--- src/rtl/i2c_byte_writer.sv ---
// i2c_byte_writer: shifts one NBITS-wide word onto SDA MSB-first after an
// I2C START, releases SDA for the ACK clock, samples the slave ACK and
// pulses o_done. Every SCL/SDA phase advance waits for i_tick.
module i2c_byte_writer #(
  parameter int unsigned NBITS = 8
) (
  input  logic             i_clk,
  input  logic             i_rst_n,
  input  logic             i_tick,
  input  logic             i_start,
  input  logic [NBITS-1:0] i_data,
  input  logic             i_sda_in,
  output logic             o_sda,
  output logic             o_scl,
  output logic             o_busy,
  output logic             o_done,
  output logic             o_ack
);

  localparam int unsigned CNT_W = (NBITS > 1) ? $clog2(NBITS) : 1;

  typedef enum logic [2:0] {
    IDLE     = 3'd0,
    BIT_LOW  = 3'd1,
    BIT_HIGH = 3'd2,
    BIT_END  = 3'd3,
    ACK_LOW  = 3'd4,
    ACK_HIGH = 3'd5,
    ACK_END  = 3'd6,
    DONE     = 3'd7
  } state_e;

  state_e             state_q, state_d;
  logic [NBITS-1:0]   shreg_q, shreg_d;
  logic [CNT_W-1:0]   cnt_q, cnt_d;
  logic               ack_q, ack_d;

  // State register
  always_ff @(posedge i_clk or negedge i_rst_n) begin
    if (!i_rst_n) state_q <= IDLE;
    else          state_q <= state_d;
  end

  // Next-state logic; every bus phase except DONE waits for a tick
  always_comb begin
    state_d = state_q;
    case (state_q)
      IDLE:     if (i_start) state_d = BIT_LOW;
      BIT_LOW:  if (i_tick)  state_d = BIT_HIGH;
      BIT_HIGH: if (i_tick)  state_d = BIT_END;
      BIT_END:  if (i_tick)  state_d = (cnt_q == '0) ? ACK_LOW : BIT_LOW;
      ACK_LOW:  if (i_tick)  state_d = ACK_HIGH;
      ACK_HIGH: if (i_tick)  state_d = ACK_END;
      ACK_END:  if (i_tick)  state_d = DONE;
      DONE:                  state_d = IDLE;
      default:               state_d = IDLE;
    endcase
  end

  // Datapath registers: shift register, bit counter, ACK flag
  always_ff @(posedge i_clk or negedge i_rst_n) begin
    if (!i_rst_n) begin
      shreg_q <= '0;
      cnt_q   <= '0;
      ack_q   <= 1'b0;
    end else begin
      shreg_q <= shreg_d;
      cnt_q   <= cnt_d;
      ack_q   <= ack_d;
    end
  end

  // Datapath updates; shifting happens only on BIT_END exit (SCL low)
  always_comb begin
    shreg_d = shreg_q;
    cnt_d   = cnt_q;
    ack_d   = ack_q;
    case (state_q)
      IDLE: begin
        if (i_start) begin
          shreg_d = i_data;
          cnt_d   = CNT_W'(NBITS - 1);
        end
      end
      BIT_END: begin
        if (i_tick && (cnt_q != '0)) begin
          shreg_d = shreg_q << 1;
          cnt_d   = cnt_q - CNT_W'(1);
        end
      end
      ACK_HIGH: begin
        if (i_tick) ack_d = ~i_sda_in;
      end
      default: ;
    endcase
  end

  // Bus output decode from state and shift register MSB
  always_comb begin
    o_scl  = 1'b0;
    o_sda  = 1'b0;
    o_busy = 1'b1;
    o_done = 1'b0;
    case (state_q)
      IDLE:              o_busy = 1'b0;
      BIT_LOW, BIT_END:  o_sda  = shreg_q[NBITS-1];
      BIT_HIGH: begin
        o_scl = 1'b1;
        o_sda = shreg_q[NBITS-1];
      end
      ACK_LOW, ACK_END:  o_sda  = 1'b1;
      ACK_HIGH: begin
        o_scl = 1'b1;
        o_sda = 1'b1;
      end
      DONE:              o_done = 1'b1;
      default:           o_busy = 1'b0;
    endcase
  end

  assign o_ack = ack_q;

endmodule

--- config.mk ---
export PLATFORM = sky130hd
export DESIGN_NAME = i2c_byte_writer
export DESIGN_NICKNAME = d
export VERILOG_FILES = /design/src/rtl/i2c_byte_writer.sv
export SDC_FILE = /design/constraint.sdc
export NUM_CORES = 1
export LEC_CHECK = 0
export CAP_MARGIN = 20
export CELL_PAD_IN_SITES_DETAIL_PLACEMENT = 2
export CELL_PAD_IN_SITES_GLOBAL_PLACEMENT = 2
export CORE_MARGIN = 1
export CORE_UTILIZATION = 32
export DETAILED_ROUTE_END_ITERATION = 10
export GPL_TIMING_DRIVEN = 1
export PLACE_DENSITY = 0.87
export SLEW_MARGIN = 25
export SYNTH_ARGS = -nofsm -noshare
export SYNTH_HDL_FRONTEND = slang
export SYNTH_SLANG_ARGS = --single-unit
--- constraint.sdc ---
create_clock -name i_clk -period 2.1 [get_ports i_clk]
set_input_delay 0.21 -clock i_clk [delete_from_list [all_inputs] [get_ports i_clk]]
set_output_delay 0.21 -clock i_clk [all_outputs]
set_load 0.01 [all_outputs]
==> flow_metrics.tcl, run 1 <==
set metrics [dict create \
    yosysMostFrequentCell "dfrtp_1" \
    cts_resized 0 \
    fin_nets 114 \
    area_growth_syn_to_layout_pct 22.2 \
    placed_cell_area_um2 1110 \
    rsz0062_at_grt "no" \
    timing.rr.start "cnt_q[0]$_DFFE_PN0P_" \
    antenna_found_initial 0 \
    drt_pre_antenna_iters 3 \
    r2r_setup_slack_ps 270 \
    synth-edff-count 0 \
    overflow 0 \
    layout-drive-gt1-share_pct 26.5 \
    htreeDepth 1 \
    irDropWorstVdd_v 0.000597 \
    die_x_um 55.9 \
    syn_nets 95 \
    slew_violations 0 \
    ys_ff_latch 15 \
    synthDistinctLibCells 26 \
    vias_per_cell 5.16 \
    post-cts-setup-buffers 0 \
    port_buffers 17 \
    cp-start-kind "flip-flop" \
    syn_area_um2 930 \
    hold_viol_final 0 \
    grt_pass1_vias 735 \
    diodes 0 \
    postCtsHoldBufs 0 \
    synth_fa_ha_area_share_pct 2.69 \
    setup_violations 0 \
    initial_core_util_pct 33.7 \
    pwr-share-seq_pct 37.3 \
    detail-route-antenna-nets 0 \
    netlist.area_leader.share_pct 40.4 \
    synthTopCellsByArea "dfrtp_1 (40%), mux2_4 (19%), o21ai_0 (3.8%)" \
    leakage_nw 0.510 \
    p_comb_share_pct 50.8 \
    root_buffer "clkbuf_4" \
    synth_cells 80 \
    grt_pass1_wl_um 3510 \
    synthArstFlopShare_pct 100 \
    row_count 19 \
    p_int_uw 956 \
    yosysSeqAreaShare_pct 40.4 \
    die-area_um2 3120 \
    routabilityCongestion 0.716 \
    grt_usage_pct 14.7 \
    synth-compound-area-share_pct 10.2 \
    io_pins 18 \
    vias 666 \
    multi_input_area_um2 484 \
    dpl.hpwl_um 1540 \
    syn_avg_cell_area_um2 11.6 \
    first_iter_violations 16 \
    die_y_um 55.9 \
    regArea_um2 378 \
    clock-sinks 15 \
    drcViolationCount 0 \
    ys_top_cells_by_count "dfrtp_1 (15), mux2_4 (12), nand2_1 (8)" \
    worstSetupPathType "reg -> out" \
    routed_wl_um 2060 \
    rr_endpoint "shreg_q[7]$_DFFE_PN0P_" \
    skew_ps 2.15 \
    critPathMaxFanout 13 \
    synth_top_area_cell "dfrtp_1" \
    reg2reg_depth 6 \
    synthMuxAreaShare_pct 24.0 \
    endpoint_kind "output pin" \
    hp-class "in -> async" \
    synth_top_family_by_area "multiplexers" \
    synth_simple_gate_area_share_pct 15.2 \
    clock_latency_ps 300 \
    synth-warning-count 0 \
    period_share_pct 94.2 \
    worst_pin_slew_ps 693 \
    swShare_pct 35.8 \
    cts_made_buffers 3 \
    finalCriticalPeriod_ps 1980 \
    maxCapViolations 0 \
    p_switching_uw 532 \
    critPathArrivalTime_ps 1770 \
    fill_cells 307 \
    max_slew_margin_pct 53.7 \
    status "complete, no violations" \
    fmaxAchievable_mhz 506 \
    required_ps 1890 \
    synth_xor_xnor_area_share_pct 0 \
    tns_ps 0 \
    wl_per_cell_um 15.9 \
    cts_tree "built" \
    cts_buffer_depth 2 \
    synth_top_flop_cell "dfrtp_1" \
    clk_pin_slew_ps 100 \
    core_region_area_um2 2760 \
    fin_area_um2 1140 \
    grt_max_degree 16 \
    power.density_nw_per_um2 1310 \
    clkPwrFrac_pct 11.8 \
]
critical path: stages (launching register included):
cell             delay (ps)
dfrtp_2                 510
or2b_1                  260
o21ai_0                 140
clkdlybuf4s50_1         560
cell type report:
type,count,area share [%]
multi-input cells,54,42.6
repair buffers,19,16.3
inverters,6,1.98
clock inverters,1,0.441
clock buffers,3,1.98
flip-flops and latches,15,33.3
well taps,31,3.41
registers in the layout, indices dropped and copies added (netlist names):
register,flops
cnt_q,3
o_ack,1
shreg_q,8
state_q,3
through the flow:
stage,worst slack [ps],total power [mW],util [%],hold slack (ps),std cells
after global placement,330,1.27,40.1,472,125
after CTS,7.57,1.51,41.1,357,129
final,122,1.49,41.2,321,129
after detailed placement,258,1.33,40.1,491,125
after floorplan,522,1.14,-,-85.6,80
after global routing,42.8,1.60,41.2,364,129
cell families (layout without fill, tap and decap cells):
| family | after synthesis | after routing |
|---|---|---|
| AO/OA/AOI/OAI | 13 | 13 |
| adder cells (fa/ha/maj) | 2 | 2 |
| buffers and inverters | 11 | 29 |
| flip-flops | 15 | 15 |
| multiplexers | 16 | 16 |
| AND/OR/NAND/NOR | 23 | 23 |
cells in the final DEF (no fill, tap or decap), types with 3 or more instances in the layout:
master / count
clkdlybuf4s50_1: 17
dfrtp_1: 13
mux2_4: 12
nand2_1: 8
o21ai_0: 7
inv_1: 6
nor2_1: 3
or3_1: 3
clkbuf_4: 3
per-layer routing:
layer  global-route usage [%]  share of wire [%]  vias up
li1                         -                  -      314
met1                     18.5                 45      333
met2                     24.4                 50       16
met3                     3.72                4.2        3
met4                     5.23                1.3        0
met5                        0                  0        -
power by group through the flow:
stage | clock network, mW | registers, mW | logic [mW]
2_1_floorplan | 0 | 0.487 | 0.651
3_3_place_gp | 0 | 0.547 | 0.728
3_5_place_dp | 0 | 0.560 | 0.766
4_1_cts | 0.182 | 0.554 | 0.774
5_1_grt | 0.196 | 0.580 | 0.824
6_report | 0.176 | 0.555 | 0.756
how the worst max path moves through the flow:
| stage | cells after the start | endpoint | from | slack (ps) |
|---|---|---|---|---|
| after floorplan | 6 | shreg_q[2]$_DFFE_PN0P_ | cnt_q[0]$_DFFE_PN0P_ | 520 |
| after global placement | 6 | shreg_q[7]$_DFFE_PN0P_ | cnt_q[0]$_DFFE_PN0P_ | 330 |
| after detailed placement | 6 | shreg_q[6]$_DFFE_PN0P_ | cnt_q[0]$_DFFE_PN0P_ | 260 |
| after CTS | 3 | o_scl | state_q[1]$_DFFE_PN0P_ | 8 |
| after global routing | 3 | o_scl | state_q[1]$_DFFE_PN0P_ | 40 |
| final | 3 | o_scl | state_q[0]$_DFFE_PN0P_ | 120 |
Power figures use the tool's default switching activity.
==> run 2: changes to the inputs <==
Settings changed: CTS_CLUSTER_SIZE from default to 28.
==> results of run 2 <==
Final layout, timing and power as in run 1 (identical DEF).
